--- src/rtl/countdown_timer.sv ---
// countdown_timer: two-digit BCD countdown (00..99 seconds) with load,
// start/resume and pause controls, driven by a CLOCK_FREQUENCY divider.
// Optional feature: define COUNTDOWN_WARN_EN to enable the low-time
// Warning output; without it Warning is tied low.
module countdown_timer #(
  parameter int CLOCK_FREQUENCY = 50000000
) (
  input  logic       ClockIn,
  input  logic       Resetn,
  input  logic       Load,
  input  logic [3:0] LoadTens,
  input  logic [3:0] LoadOnes,
  input  logic       Start,
  input  logic       Pause,
  output logic [3:0] OnesValue,
  output logic [3:0] TensValue,
  output logic       Running,
  output logic       Expired,
  output logic       ExpirePulse,
  output logic       Warning
);

  localparam int DIV_W = (CLOCK_FREQUENCY > 1) ? $clog2(CLOCK_FREQUENCY) : 1;
  localparam logic [DIV_W-1:0] DIV_LAST = DIV_W'(CLOCK_FREQUENCY - 1);
  localparam logic [DIV_W-1:0] DIV_ONE  = DIV_W'(1);

  typedef enum logic [1:0] {
    IDLE    = 2'd0,
    RUN     = 2'd1,
    PAUSE   = 2'd2,
    EXPIRED = 2'd3
  } state_t;

  state_t           state;
  state_t           state_next;
  logic [DIV_W-1:0] div;
  logic [DIV_W-1:0] div_next;
  logic [3:0]       ones_next;
  logic [3:0]       tens_next;
  logic             running_next;
  logic             expired_next;
  logic             pulse_next;
  logic             tick;
  logic             last_second;
  logic             value_nonzero;

  // Digits above 9 are not legal BCD; saturate them to 9.
  function automatic logic [3:0] clamp_bcd(input logic [3:0] d);
    return (d > 4'd9) ? 4'd9 : d;
  endfunction

  // A Pause edge in RUN freezes the divider, so it never ticks on that edge.
  assign tick          = (state == RUN) && !Pause && (div == DIV_LAST);
  assign last_second   = (TensValue == 4'd0) && (OnesValue == 4'd1);
  assign value_nonzero = (TensValue != 4'd0) || (OnesValue != 4'd0);

  // State register.
  always_ff @(posedge ClockIn or negedge Resetn) begin
    if (!Resetn) state <= IDLE;
    else         state <= state_next;
  end

  // Next-state logic: Load beats Start; only controls meaningful in the
  // current state take part (RUN ignores Load and Start).
  always_comb begin
    state_next = state;
    unique case (state)
      IDLE: begin
        if (Load)                        state_next = IDLE;
        else if (Start && value_nonzero) state_next = RUN;
      end
      PAUSE: begin
        if (Load)                        state_next = IDLE;
        else if (Start && value_nonzero) state_next = RUN;
      end
      RUN: begin
        if (Pause)                       state_next = PAUSE;
        else if (tick && last_second)    state_next = EXPIRED;
      end
      EXPIRED: begin
        if (Load)                        state_next = IDLE;
      end
    endcase
  end

  // Output/datapath logic: next digit, divider and status values.
  always_comb begin
    div_next  = div;
    ones_next = OnesValue;
    tens_next = TensValue;
    if ((state != RUN) && Load) begin
      div_next  = '0;
      ones_next = clamp_bcd(LoadOnes);
      tens_next = clamp_bcd(LoadTens);
    end else if ((state == RUN) && !Pause) begin
      div_next = tick ? '0 : (div + DIV_ONE);
      if (tick) begin
        if (OnesValue != 4'd0) begin
          ones_next = OnesValue - 4'd1;
        end else if (TensValue != 4'd0) begin
          ones_next = 4'd9;
          tens_next = TensValue - 4'd1;
        end
      end
    end
    running_next = (state_next == RUN);
    expired_next = (state_next == EXPIRED);
    pulse_next   = (state == RUN) && (state_next == EXPIRED);
  end

  // Registered digits, divider and state decodes.
  always_ff @(posedge ClockIn or negedge Resetn) begin
    if (!Resetn) begin
      div         <= '0;
      OnesValue   <= 4'd0;
      TensValue   <= 4'd0;
      Running     <= 1'b0;
      Expired     <= 1'b0;
      ExpirePulse <= 1'b0;
    end else begin
      div         <= div_next;
      OnesValue   <= ones_next;
      TensValue   <= tens_next;
      Running     <= running_next;
      Expired     <= expired_next;
      ExpirePulse <= pulse_next;
    end
  end

`ifdef COUNTDOWN_WARN_EN
  logic warning_next;

  assign warning_next = ((state_next == RUN) || (state_next == PAUSE)) &&
                        (tens_next == 4'd0);

  // Low-time indicator, aligned with the registered state and digits.
  always_ff @(posedge ClockIn or negedge Resetn) begin
    if (!Resetn) Warning <= 1'b0;
    else         Warning <= warning_next;
  end
`else
  assign Warning = 1'b0;
`endif

endmodule

--- config.mk ---
export PLATFORM = sky130hd
export DESIGN_NAME = countdown_timer
export DESIGN_NICKNAME = d
export VERILOG_FILES = /design/src/rtl/countdown_timer.sv
export SDC_FILE = /design/constraint.sdc
export NUM_CORES = 1
export LEC_CHECK = 0
export CORE_MARGIN = 5
export CORE_UTILIZATION = 60
export DETAILED_ROUTE_END_ITERATION = 6
export MAX_ROUTING_LAYER = met4
export PLACE_DENSITY = 0.88
export SETUP_SLACK_MARGIN = 0.4
export SYNTH_ARGS = -nofsm -noshare
export SYNTH_HDL_FRONTEND = slang
export SYNTH_SLANG_ARGS = --single-unit
export TNS_END_PERCENT = 10
--- constraint.sdc ---
create_clock -name ClockIn -period 5.3 [get_ports ClockIn]
set_input_delay 0.53 -clock ClockIn [delete_from_list [all_inputs] [get_ports ClockIn]]
set_output_delay 0.53 -clock ClockIn [all_outputs]
set_load 0.02 [all_outputs]
==> results list <==
* Combined area of all synthesized cells: approximately 2100 µm²
* Leading register cell type out of synthesis: dfrtp_1
- Measured along the y axis, the die boundary spans 69.8 µm.
- Total power per unit cell area: 265 nW/µm²
- Post-synth EDFFs: 0
* Category of the worst setup path capture point: register
- After floorplanning, the core was sized to cover 3390 µm².
- For the pin with the worst max-slew slack, the measured transition is 0.828 ns.
* Highest-utilization routing layer at the global route stage: met2
- The pre-antenna-repair detailed-routing pass consisted of 4 iterations.
* # H-tree levels: 2
* Final layout net count: 270
- The final route contains 1759 vias.
* Area Overhead vs Synth: 13.9%
- In the global route stage, met3 resource usage came out at under 10%.
- The average instance in the mapped netlist occupies 9.23 µm².
- Leak: 0.956 nW
* Clock latency on the worst-skew pair: 0.34 ns
- Residual DRC count: 0
- Count of nets left with antenna violations after detail routing: 0
- Number of hold buffers added after CTS: 0
- The number of hold violations in the final report came to 0.
- For met2 alone, demand over resource in global routing was 32.4%.
- Vias in the first global route: 1727
- Per-cell via count in the routed design: 5.86
* Overall die width: 69.8 µm
- Cell taking the most area after synthesis: dfrtp_1
- The first global-routing pass estimated 7940 µm of wire.
* CTS tree: built
- The library cell used most frequently in the layout, excluding fill and tap cells, is dfrtp_1.
- Entering global routing, the biggest net connects 40 pins.
- Data arrives at the worst endpoint at 2.82 ns.
- Number of cell instances on the worst register-to-register path: 6
- Of all flip-flops after synthesis, the portion carrying an async set or reset was between 90% and 100%.
* Crit path max fanout: 24
- The cell count after synthesis came out at 232.
* Remaining global-route overflow: 0
- 25 I/O pins were placed.
- Clock transition at the registers of the reported paths: 0.11 ns
- Summed over all layers, the routed wires come to 4470 µm.
* Total routing usage reported by global routing: 20.5%
- During placement, the flow inserted port buffers numbering 23.
- Number of synthesized register bits: 39
- The number of pins with negative max-slew slack in the final report came to 0.
- The run finished with clean final reports.
- Count of cells resized by post-cts repair: 0
- Routability-driven placement finished with a final weighted congestion of roughly 0.8.
- Number of buffers created by CTS: 5
- STA classifies the critical path startpoint as a primary input.
* DIE AREA: between 4000 and 5000 µm²
- No sink is reached through more buffers than the 2 on the longest clock path.
- Measured against its own limit, the worst slew margin works out to around 45%.
* Minimum clock period: 2.57 ns
* Initial Util: between 60% and 70%
- Unrepaired setup endpoints after global routing: false
- Clock tree skew after final layout: between 0.003 and 0.004 ns
* Top cells by area in the synthesized netlist: dfrtp_1 (46%), xnor2_1 (9.0%), nor2_1 (6.3%)
* Final setup TNS: 0 ns
* Number of antenna violations at the first check in global routing: 0
* Detailed-route wire length per cell: 14.9 µm
- After synthesis, flip-flops and latches occupy 45.6% of the total area.
* Maximum VDD drop: 0.201 mV
- Data required, critical path: 5.56 ns
* Detail Placement HPWL: 3240 µm
- Count of warnings emitted by yosys: 0
- Counting every sink on the clock net gives 39.
* Classification of the worst setup path: primary input to register
- Worst hold path type: primary input to asynchronous set/reset pin
* Antenna cells: 0
- Before CTS, the worst setup slack after placement is 2.38 ns.
* Initial DRC Count: 156
- In this run the core area contains 21 standard-cell rows.
- Synthesis instantiated 48 different standard cells from the library.
* Peak clock frequency supported by timing: 0.390 GHz
* Share of final-layout standard cells stronger than drive strength 1: just over 5%
- Synthesized net count: 248
- Dividing the final minimum period by the clock period gives 48.4%.
- The tree is rooted in a clkbuf_4.
- In this run the register-to-register setup slack is 2.81 ns.
- Setup violations remaining at the end of the flow were counted as 0.
- The synthesized design devotes to its leading area cell type between 40 and 50% of total area.
* Reg-to-reg critical path endpoint: div[23]
- Number of max-cap violations: 0
* Post-CTS Setup Bufs: 0
- Fraction of met1 tracks used by global routing: 25.4%
- The library cells used most frequently in the layout, excluding fill and tap cells, are dfrtp_1 (39), nor2_1 (36), xnor2_1 (22), clkdlybuf4s50_1 (22), nand2_1 (14).
- Launching point of the worst reg2reg path: div[0]
* Setup WS post-layout: between 2 and 3 ns
[cell type report]
| class | instances | area, µm² |
|---|---|---|
| clock inverters | 1 | 5.00 |
| flip-flops and latches | 39 | 976 |
| clock buffers | 6 | 51.3 |
| inverters | 11 | 41.3 |
| multi-input cells | 174 | 1080 |
| well taps | 46 | 57.6 |
| fillers | 242 | 950 |
| repair buffers | 23 | 225 |
[through the flow]
stage	std cells	utilization, %	hold slack (ns)	total power, W	instance area (µm²)
2_1_floorplan	232	-	0.234	0.000433	2140
3_3_place_gp	293	70.3	0.494	0.000495	2380
3_5_place_dp	293	70.3	0.516	0.000500	2380
4_1_cts	300	72.0	0.296	0.000652	2440
5_1_grt	300	72.0	0.319	0.000689	2440
6_report	300	72.0	0.266	0.000647	2440
[synthesized netlist by cell type, types with 4 or more instances]
cell,number
nand2_1,14
o21ai_0,11
a21oi_1,8
inv_1,11
a31oi_1,4
nand4_1,6
dfrtp_1,39
xnor2_1,22
nor3_1,7
nand3_1,6
clkbuf_1,6
or3_1,5
nor2_1,36
nor4_1,10
[per-layer routing]
metal	wire (µm)	vias up
met1	1940	824
li1	-	865
met5	0	-
met4	61	0
met2	2170	62
met3	295	8
[worst max-delay path by stage]
stage                      from      end  slack, ns  cells past startpoint
final                     Pause  div[23]       2.73                      6
after global routing      Pause  div[23]       2.52                      6
after CTS                 Pause  div[23]       2.77                      6
after detailed placement  Pause  div[23]       2.38                      6
after global placement    Pause  div[21]       2.49                      6
after floorplan            Load  div[21]       3.32                      5
[critical path: stages]
cell and delay (ns):
clkdlybuf4s50_1 0.53, and4bb_1 0.26, nand4_1 0.14, or2_1 0.45
nand2_1 0.61, a21oi_1 0.30
[flip-flops by register name (all words and copies together) (netlist names)]
| signal | count |
|---|---|
| TensValue | 4 |
| OnesValue | 4 |
| ExpirePulse | 1 |
| div | 26 |
| Expired | 1 |
| Running | 1 |
| state | 2 |
[report_power, final]
| part | total (W) | leakage, nW | switching [W] | internal (W) |
|---|---|---|---|---|
| logic | 0.000145 | 0.403 | 0.0000796 | 0.0000655 |
| clock network | 0.000154 | 0.0341 | 0.0000930 | 0.0000615 |
| registers | 0.000348 | 0.519 | 0.0000286 | 0.000319 |
[kinds of logic after synthesis]
kind of cell	synth area share, %
XOR/XNOR	9.40
buffers and inverters	3.86
AO/OA/AOI/OAI	12.7
other	0.175
adder cells (fa/ha/maj)	1.75
AND/OR/NAND/NOR	26.6
flip-flops	45.6
(Power assumes the default switching activity.)
